## src/rtl/ysyx_25040129_axi_if.sv

```systemverilog
// AXI4-Lite bundle with all five channels; "master" drives requests, "slave" drives responses.
interface ysyx_25040129_axi_if;
  logic [31:0] araddr;
  logic        arvalid;
  logic        arready;
  logic [31:0] rdata;
  logic [1:0]  rresp;
  logic        rvalid;
  logic        rready;
  logic [31:0] awaddr;
  logic        awvalid;
  logic        awready;
  logic [31:0] wdata;
  logic [3:0]  wstrb;
  logic        wvalid;
  logic        wready;
  logic [1:0]  bresp;
  logic        bvalid;
  logic        bready;

  modport master (
    output araddr, arvalid, rready, awaddr, awvalid, wdata, wstrb, wvalid, bready,
    input  arready, rdata, rresp, rvalid, awready, wready, bresp, bvalid
  );

  modport slave (
    input  araddr, arvalid, rready, awaddr, awvalid, wdata, wstrb, wvalid, bready,
    output arready, rdata, rresp, rvalid, awready, wready, bresp, bvalid
  );
endinterface

```

## src/rtl/ysyx_25040129_axi_arbiter.sv

```systemverilog
// Round-robin AXI4-Lite arbiter: IFU (read-only) and LSU (read/write) share one slave,
// one whole transaction per grant, with an IDLE cycle between grants.
module ysyx_25040129_axi_arbiter (
  input  logic                       clk,
  input  logic                       rst,
  ysyx_25040129_axi_if.slave         ifu,
  ysyx_25040129_axi_if.slave         lsu,
  ysyx_25040129_axi_if.master        s
);

  typedef enum logic [1:0] {IDLE, IFU_RD, LSU_RD, LSU_WR} state_t;

  state_t state, state_next;
  logic   prio_lsu, prio_next;
  logic   req_i, req_lr, req_lw, req_l;

  assign req_i  = ifu.arvalid;
  assign req_lr = lsu.arvalid;
  assign req_lw = lsu.awvalid | lsu.wvalid;
  assign req_l  = req_lr | req_lw;

  // NOTE: reset is synchronous, so rst only takes effect on a clock edge.
  always_ff @(posedge clk) begin
    if (rst) begin
      state    <= IDLE;
      prio_lsu <= 1'b0;
    end else begin
      state    <= state_next;
      prio_lsu <= prio_next;
    end
  end

  // NOTE: every output of this block gets a default first, so no path infers a latch.
  always_comb begin
    state_next  = state;
    prio_next   = prio_lsu;

    ifu.arready = 1'b0;
    ifu.rvalid  = 1'b0;
    ifu.rdata   = s.rdata;
    ifu.rresp   = s.rresp;
    ifu.awready = 1'b0;
    ifu.wready  = 1'b0;
    ifu.bvalid  = 1'b0;
    ifu.bresp   = 2'b00;

    lsu.arready = 1'b0;
    lsu.rvalid  = 1'b0;
    lsu.rdata   = s.rdata;
    lsu.rresp   = s.rresp;
    lsu.awready = 1'b0;
    lsu.wready  = 1'b0;
    lsu.bvalid  = 1'b0;
    lsu.bresp   = s.bresp;

    s.araddr    = 32'h0;
    s.arvalid   = 1'b0;
    s.rready    = 1'b0;
    s.awaddr    = 32'h0;
    s.awvalid   = 1'b0;
    s.wdata     = 32'h0;
    s.wstrb     = 4'h0;
    s.wvalid    = 1'b0;
    s.bready    = 1'b0;

    unique case (state)
      IDLE: begin
        // LSU wins if it is alone or holds the pointer; its read beats its write.
        if (req_l && (!req_i || prio_lsu)) begin
          state_next = req_lr ? LSU_RD : LSU_WR;
          prio_next  = 1'b0;
        end else if (req_i) begin
          state_next = IFU_RD;
          prio_next  = 1'b1;
        end
      end
      IFU_RD: begin
        s.araddr    = ifu.araddr;
        s.arvalid   = ifu.arvalid;
        ifu.arready = s.arready;
        ifu.rvalid  = s.rvalid;
        s.rready    = ifu.rready;
        if (s.rvalid && ifu.rready) state_next = IDLE;
      end
      LSU_RD: begin
        s.araddr    = lsu.araddr;
        s.arvalid   = lsu.arvalid;
        lsu.arready = s.arready;
        lsu.rvalid  = s.rvalid;
        s.rready    = lsu.rready;
        if (s.rvalid && lsu.rready) state_next = IDLE;
      end
      LSU_WR: begin
        // AW and W are independent pass-throughs; only B closes the transaction.
        s.awaddr    = lsu.awaddr;
        s.awvalid   = lsu.awvalid;
        lsu.awready = s.awready;
        s.wdata     = lsu.wdata;
        s.wstrb     = lsu.wstrb;
        s.wvalid    = lsu.wvalid;
        lsu.wready  = s.wready;
        lsu.bvalid  = s.bvalid;
        s.bready    = lsu.bready;
        if (s.bvalid && lsu.bready) state_next = IDLE;
      end
    endcase
  end

endmodule

```

## src/flat_wrapper.sv

```systemverilog
// flat-port wrapper written by rule: the top's interface ports become plain ports
module ysyx_25040129_axi_arbiter_flat 
  (clk, rst, ifu_araddr, ifu_arvalid, ifu_rready, ifu_awaddr, ifu_awvalid, ifu_wdata, ifu_wstrb, ifu_wvalid, ifu_bready, ifu_arready, ifu_rdata, ifu_rresp, ifu_rvalid, ifu_awready, ifu_wready, ifu_bresp, ifu_bvalid, lsu_araddr, lsu_arvalid, lsu_rready, lsu_awaddr, lsu_awvalid, lsu_wdata, lsu_wstrb, lsu_wvalid, lsu_bready, lsu_arready, lsu_rdata, lsu_rresp, lsu_rvalid, lsu_awready, lsu_wready, lsu_bresp, lsu_bvalid, s_araddr, s_arvalid, s_rready, s_awaddr, s_awvalid, s_wdata, s_wstrb, s_wvalid, s_bready, s_arready, s_rdata, s_rresp, s_rvalid, s_awready, s_wready, s_bresp, s_bvalid);
  ysyx_25040129_axi_if ifu_i ();
  ysyx_25040129_axi_if lsu_i ();
  ysyx_25040129_axi_if s_i ();
  input  logic clk;
  input  logic rst;
  input wire logic [$bits(ifu_i.araddr)-1:0] ifu_araddr;
  input wire logic [$bits(ifu_i.arvalid)-1:0] ifu_arvalid;
  input wire logic [$bits(ifu_i.rready)-1:0] ifu_rready;
  input wire logic [$bits(ifu_i.awaddr)-1:0] ifu_awaddr;
  input wire logic [$bits(ifu_i.awvalid)-1:0] ifu_awvalid;
  input wire logic [$bits(ifu_i.wdata)-1:0] ifu_wdata;
  input wire logic [$bits(ifu_i.wstrb)-1:0] ifu_wstrb;
  input wire logic [$bits(ifu_i.wvalid)-1:0] ifu_wvalid;
  input wire logic [$bits(ifu_i.bready)-1:0] ifu_bready;
  output wire logic [$bits(ifu_i.arready)-1:0] ifu_arready;
  output wire logic [$bits(ifu_i.rdata)-1:0] ifu_rdata;
  output wire logic [$bits(ifu_i.rresp)-1:0] ifu_rresp;
  output wire logic [$bits(ifu_i.rvalid)-1:0] ifu_rvalid;
  output wire logic [$bits(ifu_i.awready)-1:0] ifu_awready;
  output wire logic [$bits(ifu_i.wready)-1:0] ifu_wready;
  output wire logic [$bits(ifu_i.bresp)-1:0] ifu_bresp;
  output wire logic [$bits(ifu_i.bvalid)-1:0] ifu_bvalid;
  input wire logic [$bits(lsu_i.araddr)-1:0] lsu_araddr;
  input wire logic [$bits(lsu_i.arvalid)-1:0] lsu_arvalid;
  input wire logic [$bits(lsu_i.rready)-1:0] lsu_rready;
  input wire logic [$bits(lsu_i.awaddr)-1:0] lsu_awaddr;
  input wire logic [$bits(lsu_i.awvalid)-1:0] lsu_awvalid;
  input wire logic [$bits(lsu_i.wdata)-1:0] lsu_wdata;
  input wire logic [$bits(lsu_i.wstrb)-1:0] lsu_wstrb;
  input wire logic [$bits(lsu_i.wvalid)-1:0] lsu_wvalid;
  input wire logic [$bits(lsu_i.bready)-1:0] lsu_bready;
  output wire logic [$bits(lsu_i.arready)-1:0] lsu_arready;
  output wire logic [$bits(lsu_i.rdata)-1:0] lsu_rdata;
  output wire logic [$bits(lsu_i.rresp)-1:0] lsu_rresp;
  output wire logic [$bits(lsu_i.rvalid)-1:0] lsu_rvalid;
  output wire logic [$bits(lsu_i.awready)-1:0] lsu_awready;
  output wire logic [$bits(lsu_i.wready)-1:0] lsu_wready;
  output wire logic [$bits(lsu_i.bresp)-1:0] lsu_bresp;
  output wire logic [$bits(lsu_i.bvalid)-1:0] lsu_bvalid;
  output wire logic [$bits(s_i.araddr)-1:0] s_araddr;
  output wire logic [$bits(s_i.arvalid)-1:0] s_arvalid;
  output wire logic [$bits(s_i.rready)-1:0] s_rready;
  output wire logic [$bits(s_i.awaddr)-1:0] s_awaddr;
  output wire logic [$bits(s_i.awvalid)-1:0] s_awvalid;
  output wire logic [$bits(s_i.wdata)-1:0] s_wdata;
  output wire logic [$bits(s_i.wstrb)-1:0] s_wstrb;
  output wire logic [$bits(s_i.wvalid)-1:0] s_wvalid;
  output wire logic [$bits(s_i.bready)-1:0] s_bready;
  input wire logic [$bits(s_i.arready)-1:0] s_arready;
  input wire logic [$bits(s_i.rdata)-1:0] s_rdata;
  input wire logic [$bits(s_i.rresp)-1:0] s_rresp;
  input wire logic [$bits(s_i.rvalid)-1:0] s_rvalid;
  input wire logic [$bits(s_i.awready)-1:0] s_awready;
  input wire logic [$bits(s_i.wready)-1:0] s_wready;
  input wire logic [$bits(s_i.bresp)-1:0] s_bresp;
  input wire logic [$bits(s_i.bvalid)-1:0] s_bvalid;
  assign ifu_i.araddr = ifu_araddr;
  assign ifu_i.arvalid = ifu_arvalid;
  assign ifu_i.rready = ifu_rready;
  assign ifu_i.awaddr = ifu_awaddr;
  assign ifu_i.awvalid = ifu_awvalid;
  assign ifu_i.wdata = ifu_wdata;
  assign ifu_i.wstrb = ifu_wstrb;
  assign ifu_i.wvalid = ifu_wvalid;
  assign ifu_i.bready = ifu_bready;
  assign ifu_arready = ifu_i.arready;
  assign ifu_rdata = ifu_i.rdata;
  assign ifu_rresp = ifu_i.rresp;
  assign ifu_rvalid = ifu_i.rvalid;
  assign ifu_awready = ifu_i.awready;
  assign ifu_wready = ifu_i.wready;
  assign ifu_bresp = ifu_i.bresp;
  assign ifu_bvalid = ifu_i.bvalid;
  assign lsu_i.araddr = lsu_araddr;
  assign lsu_i.arvalid = lsu_arvalid;
  assign lsu_i.rready = lsu_rready;
  assign lsu_i.awaddr = lsu_awaddr;
  assign lsu_i.awvalid = lsu_awvalid;
  assign lsu_i.wdata = lsu_wdata;
  assign lsu_i.wstrb = lsu_wstrb;
  assign lsu_i.wvalid = lsu_wvalid;
  assign lsu_i.bready = lsu_bready;
  assign lsu_arready = lsu_i.arready;
  assign lsu_rdata = lsu_i.rdata;
  assign lsu_rresp = lsu_i.rresp;
  assign lsu_rvalid = lsu_i.rvalid;
  assign lsu_awready = lsu_i.awready;
  assign lsu_wready = lsu_i.wready;
  assign lsu_bresp = lsu_i.bresp;
  assign lsu_bvalid = lsu_i.bvalid;
  assign s_araddr = s_i.araddr;
  assign s_arvalid = s_i.arvalid;
  assign s_rready = s_i.rready;
  assign s_awaddr = s_i.awaddr;
  assign s_awvalid = s_i.awvalid;
  assign s_wdata = s_i.wdata;
  assign s_wstrb = s_i.wstrb;
  assign s_wvalid = s_i.wvalid;
  assign s_bready = s_i.bready;
  assign s_i.arready = s_arready;
  assign s_i.rdata = s_rdata;
  assign s_i.rresp = s_rresp;
  assign s_i.rvalid = s_rvalid;
  assign s_i.awready = s_awready;
  assign s_i.wready = s_wready;
  assign s_i.bresp = s_bresp;
  assign s_i.bvalid = s_bvalid;
  ysyx_25040129_axi_arbiter u_core (.clk(clk), .rst(rst), .ifu(ifu_i), .lsu(lsu_i), .s(s_i));
endmodule
```

## config.mk

```make
export PLATFORM = sky130hd
export DESIGN_NAME = ysyx_25040129_axi_arbiter_flat
export DESIGN_NICKNAME = d
export VERILOG_FILES = /design/src/rtl/ysyx_25040129_axi_if.sv /design/src/rtl/ysyx_25040129_axi_arbiter.sv /design/src/flat_wrapper.sv
export SDC_FILE = /design/constraint.sdc
export NUM_CORES = 1
export LEC_CHECK = 0
export BUFFER_PORTS_ARGS = -buffer_cell sky130_fd_sc_hd__buf_4
export CAP_MARGIN = 20
export CORE_AREA = 2 2 172 174
export CTS_BUF_LIST = sky130_fd_sc_hd__clkbuf_4
export DETAILED_ROUTE_END_ITERATION = 7
export DIE_AREA = 0 0 174 176
export PLACE_DENSITY = 0.32
export SETUP_SLACK_MARGIN = 0.02
export SLEW_MARGIN = 10
export SYNTH_ARGS = -nofsm -noshare
export SYNTH_HDL_FRONTEND = slang
export SYNTH_SLANG_ARGS = --single-unit
```

## constraint.sdc

```tcl
create_clock -name clk -period 2.4 [get_ports clk]
set_input_delay 0.12 -clock clk [delete_from_list [all_inputs] [get_ports clk]]
set_output_delay 0.12 -clock clk [all_outputs]
set_load 0.05 [all_outputs]
```

==> flow_summary.yaml, run 1 <==
run_status:
  status: "finished clean"
critical_path:
  slowest_delay_ns: 0.51
  crit_arrival_ns: 1.80
  cpMaxStageDelayCell: "ha_2"
  path_buf_inv: 2
  cp_max_fo: 24
  cp_top_family: "adder cells"
  critPathCaptureType: "primary output"
  criticalPathCategory: "reg2out"
  cp-start-kind: "flip-flop"
  path_cells: "ha_2, buf_4, and2_1, buf_4"
  cp_data_required_time_ns: 2.28
  crit_path_frequent_cell: "buf_4"
power_and_ir_drop:
  p_sw_frac: 0.6035
  powerDensity_nw_per_um2: 737.7
  p_clk_frac: 0.035
  seqPwrFrac: 0.031
  vdd_drop_max_uv: 178.8
  p_comb_frac: 0.934
  internal_power_uw: 1093
  p_leak_uw: 0.001800
  switching_power_uw: 1663
floorplanning:
  core-area_um2: 28550
  die_y_um: 176
  fp.dieW_um: 174
  design.portCount: 440
  rows: 62
  die_area_um2: 30620
  start_util: 0.06417
sta:
  final.period_utilization: 0.8008
  rsz0062_at_grt: "no"
  min_period_ns: 1.922
  hold_violations: 0
  setup_tns_ns: 0
  finalSetupViolCount: 0
  finalWorstSetupSlack_ns: 0.4780
  final.setup_skew_ns: 0.0007531
  drv_slew: 0
  max_freq_ghz: 0.5203
global_routing:
  grt-ovfl-total: 0
  grt_pass1_vias: 2391
  grt_max_degree: 37
  grt_usage: 0.05778
  grt_pass1_wl_mm: 13.35
  antenna_found_initial: 1
logic_synthesis:
  synth_top_family_by_area: "simple AND/OR/NAND/NOR gates"
  synth_common_cells: "and2_1, buf_4, a22oi_1, nor2b_1, clkbuf_1"
  syn_inst: 268
  yosys_warnings: 0
  synth_area_leaders: "buf_4, and2_1, a22oi_1"
  synth_cell_types: 24
  ys_seq_elements: 3
  synthArstFlopShare: 0
  synth_edf_count: 0
  synth_top_area_frac: 0.3074
  syn_avg_cell_area_um2: 6.835
  synth_compound_area_frac: 0.1714
  ys_seq_area_frac: 0.03279
  synthMuxAreaShare: 0
  synth_top_cell_by_area: "buf_4"
  yosys.cell_count.top_type: "and2_1"
  synthFlopType: "dfxtp_1"
  synth_fa_ha_area_frac: 0.02732
  synthSimpleGateAreaFrac: 0.4112
  synth_xor_xnor_area_share: 0
  mappedNetlistArea_um2: 1832
placed_design:
  numPortBuffers: 257
  dp_slack_ns: 0.6469
  gp_congestion: 0.6788
  dp_hpwl_mm: 8.340
routing:
  drc_errors: 0
  antenna_left: 0
  wire_per_inst_um: 11.43
  dr.pass1.iters: 4
  drt-total-wl_mm: 9.500
  viasPerCell: 2.818
  first_iter_violations: 42
  num_vias: 2342
cells_and_area:
  area_delta_synth_final_pct: 104.0
  finalNetCount: 705
  drive_above_1_share: 0.6107
  n_antenna_cell: 0
clock_tree:
  cts_made_buffers: 3
  cts.sinks: 3
  cts_hold_buf: 0
  htreeDepth: 1
  postCtsSetupBuffers: 0
  cts_resized: 0
  clock_path_buffers: 2
  clk_latency_ns: 0.23
  path_clk_slew_ns: 0.03
  cts_tree: "built"
  clockRootBuffer: "clkbuf_4"
hold_path:
  worstHoldPathType: "in2reg"
job:
  drv_cap: 0
-- final cells by class --
class | instances | area [um^2]
timing repair buffer | 265 | 2014
fill | 3353 | 24810
multi-input combinational | 173 | 1144
tap | 384 | 480.5
sequential | 3 | 60.06
inverter | 2 | 7.507
clock buffer | 4 | 30.03
-- placed cells by master, fill, tap and decap left out, drive strengths merged --
cell type,count
nor2,2
ha,4
a21oi,1
buf,265
a22oi,34
or3,1
nand2,4
conb,5
o41ai,2
nand3,1
nand2b,1
inv,2
clkbuf,4
dfxtp,3
a311oi,1
nor3b,1
a221o,1
a21boi,1
o21ai,2
and2,78
nor2b,34
-- worst register-to-register path, cell delays in order, from the launching register on --
cell	delay [ns]
dfxtp_1	0.35
inv_1	0.09
ha_2	0.20
a21boi_0	0.18
a221o_1	0.36
o41ai_1	0.36
-- flip-flops by register name (all words and copies together) (netlist names) --
name             flops
u_core.state         2
u_core.prio_lsu      1
-- power by group through the flow --
stage | registers (uW) | clock network, uW | logic, uW
global route | 88.3 | 109 | 2750
finish | 85.4 | 96.3 | 2570
detailed placement | 86.7 | 0 | 2630
CTS | 85.9 | 100 | 2640
floorplan | 82.8 | 0 | 2040
global placement | 87.2 | 0 | 2670
-- final timing paths --
check	slack (ns)	startpoint	cells after the start	endpoint
max	0.48	u_core.state[0]	4	s_awaddr[30]
min	0.1	rst	2	u_core.prio_lsu
max reg2reg	0.75	u_core.state[1]	5	u_core.state[0]
min reg2reg	0.52	u_core.prio_lsu	2	u_core.prio_lsu
-- layer usage --
metal,share of wire,vias up,GRT usage,wire (um)
li1,-,1148,-,-
met1,0.31,985,0.05041,2984
met2,0.54,192,0.1167,5105
met3,0.12,15,0.02519,1170
met4,0.024,2,0.01891,225
met5,0.0014,-,0,13
-- cells by family (layout without fill, tap and decap cells) --
logic type	after synthesis	count (layout)
AOI/OAI and AO/OA	42	42
adders and majority gates	4	4
buffers and inverters	96	271
DFF	3	3
other	1	5
and+or+nand+nor	122	122
-- through the flow --
| step | total power, uW | utilization | hold WS [ns] | cell area, um^2 | std cells |
|---|---|---|---|---|---|
| 2_1_floorplan | 2122 | - | 0.1921 | 1847 | 272 |
| 3_5_place_dp | 2719 | 0.1298 | 0.2405 | 3706 | 827 |
| 6_report | 2756 | 0.1309 | 0.09844 | 3736 | 831 |
| 5_1_grt | 2953 | 0.1309 | 0.09559 | 3736 | 831 |
| 3_3_place_gp | 2758 | 0.1298 | 0.2405 | 3706 | 827 |
| 4_1_cts | 2824 | 0.1309 | 0.09238 | 3736 | 831 |
(Power assumes the default switching activity.)
==> run 2: changes to the inputs <==
- ABC_AREA: not set -> 1
- CORE_AREA: 2 2 172 174 -> 2 2 173 175
- DIE_AREA: 0 0 174 176 -> 0 0 175 177
- PLACE_DENSITY: 0.32 -> 0.33
- clock period: 2.4 -> 2 ns (I/O delays scaled with it)
==> flow_summary.yaml, run 2 <==
logic_synthesis:
  ys_seq_area_frac: 0.03017
  synth_top_cell_by_area: "buf_4"
  synth_common_cells: "nand2_1, buf_4, inv_1"
  synth_area_leaders: "buf_4, nand2_1, inv_1"
  synth_top_area_frac: 0.3281
  syn_inst: 398
  synthArstFlopShare: 0
  ys_seq_elements: 3
  yosys_warnings: 0
  synth_cell_types: 17
  syn_avg_cell_area_um2: 5.002
  yosys.cell_count.top_type: "nand2_1"
  synthFlopType: "dfxtp_1"
  synth_edf_count: 0
  mappedNetlistArea_um2: 1991
cells_and_area:
  n_fill_cell: 3458
  area_delta_synth_final_pct: 95.03
  regArea_um2: 60.06
  finalNetCount: 837
  largest_register_ffs: 2
  layout_common_cells: "buf_4, nand2_1, inv_1"
  multi_input_area_um2: 925.9
  reg.largest.list: "u_core.state: 2 flops, u_core.prio_lsu: 1 flops"
  layout_commonest_cell: "buf_4"
  drive_above_1_share: 0.4801
  largest-register: "u_core.state"
  fin_util: 0.1328
power_and_ir_drop:
  vdd_drop_max_uv: 637.7
  p_leak_uw: 0.002487
  powerDensity_nw_per_um2: 924.5
  switching_power_uw: 2365
  p_clk_frac: 0.034
  p_comb_frac: 0.940
  internal_power_uw: 1224
  p_sw_frac: 0.6590
  seqPwrFrac: 0.027
global_routing:
  grt_pass1_vias: 2588
  grt_max_degree: 61
  grt_pass1_wl_mm: 13.08
  grt_usage: 0.05424
  antenna_found_initial: 1
  grt-ovfl-total: 0
sta:
  rsz0062_at_grt: "no"
  min_period_ns: 1.829
  final.period_utilization: 0.9144
  max_freq_ghz: 0.5468
  drv_slew: 0
  final.setup_skew_ns: 0.0009861
  hold_violations: 0
  finalSetupViolCount: 0
  setup_tns_ns: 0
critical_path:
  rr_startpoint: "u_core.state[0]"
  cp-start-kind: "flip-flop"
  crit_start: "u_core.state[0]"
  r2r_slack_ns: 0.52
  cp_data_required_time_ns: 1.90
  criticalPathCategory: "reg2out"
  critPathCaptureType: "primary output"
  crit_arrival_ns: 1.73
  cp_max_fo: 7
routing:
  num_vias: 2801
  drt-total-wl_mm: 9.252
  antenna_left: 0
  first_iter_violations: 36
  dr.pass1.iters: 4
  viasPerCell: 2.888
  drc_errors: 0
  wire_per_inst_um: 9.538
hold_path:
  min-delay-start: "rst"
  worstHoldPathType: "in2reg"
floorplanning:
  core-area_um2: 29240
  start_util: 0.06807
  die_y_um: 177
  rows: 63
  fp.dieW_um: 175
  die_area_um2: 30980
  design.portCount: 440
clock_tree:
  clk_latency_ns: 0.23
  cts_made_buffers: 3
  clock_path_buffers: 2
  cts_resized: 0
  path_clk_slew_ns: 0.04
  postCtsSetupBuffers: 0
  htreeDepth: 1
  clockRootBuffer: "clkbuf_4"
  cts.sinks: 3
  cts_hold_buf: 0
  cts_tree: "built"
job:
  drv_cap: 0
placed_design:
  numPortBuffers: 257
  dp_hpwl_mm: 8.125
  gp_congestion: 0.6642
run_status:
  status: "finished clean"
==> run 2: cells by family after synthesis <==
family / synth area share
compound gates: 0.08800
fa+ha+maj: 0.02514
buf+inv: 0.5135
flops: 0.03017
other cells: 0.001884
simple gates: 0.3413
==> run 2: power by group through the flow <==
| stage | registers (uW) | clock network [uW] | logic (uW) |
|---|---|---|---|
| CTS | 95.9 | 125 | 3400 |
| global placement | 95.3 | 0 | 3450 |
| global route | 100 | 134 | 3630 |
| detailed placement | 96.2 | 0 | 3390 |
| floorplan | 102 | 0 | 2630 |
| finish | 96.2 | 121 | 3370 |
==> run 2: area by class of cell <==
type                            count  area share
Sequential cell                     3     0.01547
Multi-Input combinational cell    219      0.2385
Clock buffer                        4    0.007734
Tap cell                          390      0.1257
Timing Repair Buffer              267      0.5279
Antenna cell                        1   0.0006445
Inverter                           86     0.08411
==> run 2: stage by stage <==
stage	total power [uW]	area [um^2]	worst slack, ns	instances	hold WS, ns
finish	3589	3882	0.1712	970	0.1288
global route	3861	3882	0.03583	970	0.1312
CTS	3623	3869	0.08180	969	0.1240
detailed placement	3489	3839	0.3473	965	0.2005
global placement	3541	3839	0.3426	965	0.2005
floorplan	2736	2006	0.09718	402	0.2565
==> run 2: path summary, 6_finish.rpt <==
kind,endpoint,cells past startpoint
worst max-delay path,s_arvalid,6
worst min-delay path,u_core.state[1],4
worst max register to register,u_core.state[0],9
worst min register to register,u_core.prio_lsu,2
==> run 2: metal layers <==
layer	track usage	vias up	wire, um
met4	0.02257	0	257
li1	-	1413	-
met2	0.1100	220	4789
met5	0	-	0
met3	0.02105	28	1298
met1	0.04660	1140	2906
==> run 2: worst max-delay path, stage by stage, from the launching register on <==
cell and delay [ns]:
dfxtp_1 0.32, inv_1 0.06, ha_1 0.32, clkinvlp_4 0.18, buf_4 0.22, a21oi_1 0.19, buf_6 0.20
